File: config.mk
export PLATFORM = sky130hd
export DESIGN_NAME = bch_encoder
export DESIGN_NICKNAME = d
export VERILOG_FILES = /design/src/rtl/bch_encoder.sv
export SDC_FILE = /design/constraint.sdc
export NUM_CORES = 1
export LEC_CHECK = 0
export ABC_AREA = 1
export CAP_MARGIN = 20
export CORE_ASPECT_RATIO = 0.5
export CORE_MARGIN = 2
export CORE_UTILIZATION = 52
export DETAILED_ROUTE_END_ITERATION = 8
export GPL_TIMING_DRIVEN = 0
export PLACE_DENSITY = 0.78
export RECOVER_POWER = 100
export SLEW_MARGIN = 20
export SYNTH_ARGS = -nofsm -noshare
export SYNTH_HDL_FRONTEND = slang
export SYNTH_SLANG_ARGS = --single-unit
export TNS_END_PERCENT = 30
File: constraint.sdc
create_clock -name clk -period 3.3 [get_ports clk]
set_input_delay 0.825 -clock clk [delete_from_list [all_inputs] [get_ports clk]]
set_output_delay 0.825 -clock clk [all_outputs]
set_load 0.01 [all_outputs]
File: src/rtl/bch_encoder.sv
`default_nettype none
// ============================================================================
// Module      : bch_encoder
// Description : Systematic binary BCH(31,16), t=3 encoder over GF(2^5)
//               (primitive polynomial x^5+x^2+1). The 15 parity bits come from
//               a serial division LFSR by g(x) = 0x8FAF (octal 107657), fed
//               one message bit per clock, MSB first. Valid/ready message
//               input and valid/ready codeword output.
//               Optional build macro BCH_ENC_ERR_INJECT_EN adds an err_mask
//               input that is latched with the message and XORed onto the
//               finished codeword, for decoder testing.
// Revision    : 1.0 - initial release
// ============================================================================
module bch_encoder (
    input  logic        clk,
    input  logic        reset,
`ifdef BCH_ENC_ERR_INJECT_EN
    input  logic [30:0] err_mask,
`endif
    input  logic [15:0] msg_data,
    input  logic        msg_valid,
    output logic        msg_ready,
    output logic [30:0] cw_data,
    output logic        cw_valid,
    input  logic        cw_ready,
    output logic        busy
);

    // Low 15 coefficients of g(x); the x^15 term is implicit in the LFSR.
    localparam logic [14:0] c_gen_tail = 15'h0FAF;
    localparam logic [3:0]  c_last_step = 4'd15;

    typedef enum logic [1:0] {
        S_IDLE  = 2'd0,
        S_SHIFT = 2'd1,
        S_OUT   = 2'd2
    } state_t;

    state_t      state_q,    state_d;
    logic [15:0] msg_q,      msg_d;
    logic [14:0] lfsr_q,     lfsr_d;
    logic [3:0]  cnt_q,      cnt_d;
    logic [30:0] cw_data_q,  cw_data_d;
    logic        cw_valid_q, cw_valid_d;
    logic [30:0] err_q,      err_d;

    logic        w_feedback;
    logic [14:0] w_lfsr_step;
    logic [30:0] w_inject;

    // One division step: message bit MSB first (index 15-cnt == ~cnt).
    always_comb begin
        w_feedback  = msg_q[~cnt_q] ^ lfsr_q[14];
        w_lfsr_step = {lfsr_q[13:0], 1'b0} ^ ({15{w_feedback}} & c_gen_tail);
    end

`ifdef BCH_ENC_ERR_INJECT_EN
    // Mask is captured alongside the message so later input changes are harmless.
    always_comb begin
        w_inject = err_mask;
    end
`else
    // Without injection the latched mask stays zero and the codeword is pure.
    always_comb begin
        w_inject = 31'd0;
    end
`endif

    // Next-state and datapath control for IDLE -> SHIFT -> OUT.
    always_comb begin
        state_d    = state_q;
        msg_d      = msg_q;
        lfsr_d     = lfsr_q;
        cnt_d      = cnt_q;
        cw_data_d  = cw_data_q;
        cw_valid_d = cw_valid_q;
        err_d      = err_q;
        case (state_q)
            S_IDLE: begin
                if (msg_valid) begin
                    msg_d   = msg_data;
                    err_d   = w_inject;
                    lfsr_d  = 15'd0;
                    cnt_d   = 4'd0;
                    state_d = S_SHIFT;
                end
            end
            S_SHIFT: begin
                lfsr_d = w_lfsr_step;
                cnt_d  = cnt_q + 4'd1;
                if (cnt_q == c_last_step) begin
                    // Final step: publish codeword with the freshly computed parity.
                    cw_data_d  = {msg_q, w_lfsr_step} ^ err_q;
                    cw_valid_d = 1'b1;
                    state_d    = S_OUT;
                end
            end
            S_OUT: begin
                if (cw_ready) begin
                    cw_valid_d = 1'b0;
                    state_d    = S_IDLE;
                end
            end
            default: begin
                cw_valid_d = 1'b0;
                state_d    = S_IDLE;
            end
        endcase
    end

    // State register; asynchronous reset aborts any codeword in progress.
    always_ff @(posedge clk or posedge reset) begin
        if (reset) begin
            state_q    <= S_IDLE;
            msg_q      <= 16'd0;
            lfsr_q     <= 15'd0;
            cnt_q      <= 4'd0;
            cw_data_q  <= 31'd0;
            cw_valid_q <= 1'b0;
            err_q      <= 31'd0;
        end else begin
            state_q    <= state_d;
            msg_q      <= msg_d;
            lfsr_q     <= lfsr_d;
            cnt_q      <= cnt_d;
            cw_data_q  <= cw_data_d;
            cw_valid_q <= cw_valid_d;
            err_q      <= err_d;
        end
    end

    // Handshake/status outputs decoded from the registered state.
    always_comb begin
        msg_ready = (state_q == S_IDLE);
        busy      = (state_q != S_IDLE);
        cw_data   = cw_data_q;
        cw_valid  = cw_valid_q;
    end

endmodule
`default_nettype wire

; Yosys cells after proc, flatten, opt, wreduce, memory -nomap -nowiden
; Index checks and enable logic that the tools add are counted.
[word_totals]
output_inout_bits = 34
n_memories = 0
reg_bits = 69
latch_bits = 0
rom_bits = 0
inputBits = 20
ramBits = 0
word_cells = 39
[classes]
bitwise_logic = 4
reduce_logical = 8
n_shift = 0
n_mul = 0
mux = 13
n_addsub = 1
n_lt_le_gt_ge = 1
n_eq_ne = 6
n_div = 0
[ops]
columns = operator, count
row1 = $pmux 15 s2, 1
row2 = $mux 15, 1
row3 = $xor 15x12->15, 1
row4 = $pmux 4 s2, 1
row5 = $mux 2, 3
row6 = $ne 2x2->1 const B, 3
row7 = $pmux 2 s3, 1
row8 = $reduce_and 2->1, 3
row9 = $reduce_and 3->1, 2
row10 = $lt 4x5->1 const B, 1
row11 = $add 4x1->4 const B, 1
row12 = $bmux 1 s4, 1
row13 = $eq 4x4->1 const B, 1
row14 = $mux 4, 1
row15 = $not 4->4, 1
row16 = $reduce_bool 2->1, 2
row17 = $mux 1, 3
row18 = $pmux 1 s3, 1
row19 = $eq 2x1->1 const B, 1
row20 = $eq 2x2->1 const B, 1
row21 = $logic_not 2->1, 1
row22 = $not 1->1, 1
row23 = $xor 1x1->1, 1

; Longest topological paths before layout
[logic_depth]
word_depth = 6
depth_mapped = 10

; Least setup slack after synthesis
; No wires, ideal clock.
[synth_path]
path_type = reg-to-output
from = register state_q[1]
to = output busy
arrival_ps = 735
setup_slack_ps = 1740
stages_incl_launch_ff = 3
n_path_buf = 0
cell_sequence = dfrtp_1 nor2_1 inv_1
[synth_between]
elab_chain_len = 1
[synth_rtl]
columns = item, line
row1 = start: declaration, 39  ; state_t state_q, state_d;
row2 = start signal: assignment, 122  ; state_q <= state_d;
row3 = $reduce_bool 2->1, 135  ; busy = (state_q != S_IDLE);
row4 = end: declaration, 26  ; output logic busy
; Every way passes these cells.

; Worst setup path in the final report
; Same ends and word-level chain as after synthesis.

==> results.cfg <==
[run_status]
status = finished clean

[pwr]
pwr_density_cell_nw_per_um2 = 1120
combinationalPowerShare_pct = 41.0
p_sw_mw = 1.68
p_clk_share_pct = 25.7
switching_share_pct = 37.8
sequentialPowerShare_pct = 33.3
power_mw = 4.44
peakVddDrop_v = 0.000561
power.internal_mw = 2.76
p_leak_nw = 1.95

[synth]
yosys.area.top_type = dfrtp_1
synth_top_area_share_pct = 56.6
synth.yosys.warnings = 0
ys_seq_area_share_pct = 56.6
ys_ff_latch = 69
yosysUniqueCellTypes = 21
synth.area.top_cells = dfrtp_1 57%, nand2_1 12%, nand3_2 5.3%, nand3_1 4.4%, o21ai_1 3.8%
synthesis.nets = 352
postSynthAreaPerCell_sq_um = 9.21
mappedNetlistArea_sq_um = 3050
syn_inst = 331

[clock_tree]
cts.repair.resized = 0
cts_max_path_buffers = 2
postCtsSetupBuffers = 0
clock_latency_ns = 0.33
cts_hold_buffers = 0
root_buffer = clkbuf_16
cts_buffers = 9
path_clk_slew_ns = 0.06
cts_sinks = 69
cts_tree = done
cts-htree-levels = 3

[detailed_routing]
postRouteAntennaNets = 0
vias = 2497
drcViolationCount = 0
wire_per_inst_um = 14.8
first_iter_violations = 173
avgViaCountPerCell = 5.27
dr.pass1.iters = 4
routed_wirelength_mm = 7.00

[worst_hold_path]
hold_path.class = flop to flop

[critical_path]
crit_start = state_q[1]
r2r_cells = 9
reg2reg_from = cnt_q[0]
worst-r2r-setup-slack_ns = 1.05
worstSetupPathType = flop to output port
r2r-end = cw_data[5]
crit_fanout = 4
end_kind = output port
cp-start-kind = flop
cp.required_ns = 2.47
endpoint = busy
critical_path_arrival_ns = 1.56

[die]
die_width_um = 112
start_util_pct = 54.8
core-area_sq_um = 5560
die_h_um = 58.1
core.rowCount = 19
design.portCount = 54
die-area_sq_um = 6530

[sta]
grt_setup_unrepaired = false
period_needed_ns = 2.38
timing.final.ws_setup_ns = 0.917
timing.hold.ws_ns = 0.474
max_freq_ghz = 0.420
worst_pin_slew_ns = 0.662
fin_skew_ns = 0.00724
finalHoldViolations = 0
timing.final.crit_share_pct = 72.2
final.setup.tns_ns = 0
finalSetupViolCount = 0
slew-limit-headroom_pct = 55.6
slew_viol_final = 0

[placed_design]
place_congestion = 0.792
portBuffers = 53
place_ws_ns = 1.15
hpwlAfterDp_mm = 4.85
dp.cells = 458
dpl-instance-area_sq_um = 3700

[cells_and_area]
layout_common_cells = 98 x nand2_1, 69 x dfrtp_1, 39 x nand3_1, 37 x o21ai_0, 36 x dlygate4sd3_1
nets = 417
antenna_cells = 0
nFillCells = 422
final_cell_area_sq_um = 3970
final_common_cell = nand2_1
drive_gt1_share_pct = 9.98
syn2layout_area_growth_pct = 30.2
instances_no_fill = 474
fin_util_pct = 71.4

[global_route]
grt_max_degree = 58
groute.usage.overall_pct = 23.5
grt_pass1_vias = 2516
grt_first_pass_wirelength_mm = 11.9
grt.overflow.total = 0
antenna_found_initial = 0

[job]
drv_cap = 0
-- power groups by stage --
stage | registers, mW | clock network (mW) | logic (mW)
6_report | 1.48 | 1.14 | 1.82
3_5_place_dp | 1.51 | 0 | 2.00
4_1_cts | 1.50 | 1.15 | 2.03
3_3_place_gp | 1.48 | 0 | 1.94
2_1_floorplan | 1.55 | 0 | 1.24
5_1_grt | 1.53 | 1.19 | 2.04
-- metal layers --
layer / wire, um / track usage, % / up-vias
met2: 3360 / 38.6 / 59
li1: - / - / 1208
met3: 343 / 7.11 / 7
met4: 71 / 6.79 / 0
met1: 3220 / 31.1 / 1223
met5: 0 / 0 / -
-- synthesized netlist by cell type --
master and number:
nand2_1 98, dfrtp_1 69, nand3_1 27, inv_1 23
o21ai_1 23, o21ai_0 19, nand3_2 16, inv_2 12
nand3b_1 8, buf_2 7, nor2_1 7, o22ai_1 7
clkbuf_1 4, nand3_4 3, nand2_4 2, a21oi_1 1
buf_6 1, clkinv_2 1, ha_1 1, nand2_8 1
xor2_1 1
-- worst min-delay path by stage --
| stage | end | slack (ns) | from | depth (start not counted) |
|---|---|---|---|---|
| 2_1_floorplan | lfsr_q[11] | 0.45 | lfsr_q[11] | 2 |
| 3_3_place_gp | cw_data[9] | 0.46 | cw_data[9] | 2 |
| 3_5_place_dp | lfsr_q[3] | 0.47 | lfsr_q[3] | 2 |
| 4_1_cts | lfsr_q[3] | 0.48 | lfsr_q[3] | 2 |
| 5_1_grt | cw_data[5] | 0.50 | cw_data[5] | 2 |
| 6_report | cw_data[9] | 0.47 | cw_data[9] | 2 |
-- state kept, by name, summed over array words and instances, names as in the netlist --
signal and cells:
cnt_q 4, cw_data 31, cw_valid 1, lfsr_q 15, msg_q 16, state_q 2
-- cells by family after synthesis --
logic type,Yosys count,synth area share [%]
AND/OR/NAND/NOR,162,27.7
flip-flops,69,56.6
AO/OA/AOI/OAI,50,8.49
buffers and inverters,48,6.48
XOR/XNOR,1,0.287
adder cells (fa/ha/maj),1,0.410
-- layout make-up --
type,instances,area (sq um),area share (%)
buffer,12,47.5,1.20
clock buffer,11,253,6.37
clock inverter,5,106,2.68
inverter,36,138,3.47
multi-input combinational,214,1050,26.4
sequential,69,1730,43.5
tap,73,91.3,2.30
timing repair buffer,54,558,14.1
-- worst max-delay path, stage by stage, from the launching register on --
cell,delay (ns)
dfrtp_1,0.40
nor2_1,0.18
inv_1,0.05
dlygate4sd3_1,0.60
(Power assumes the default switching activity.)
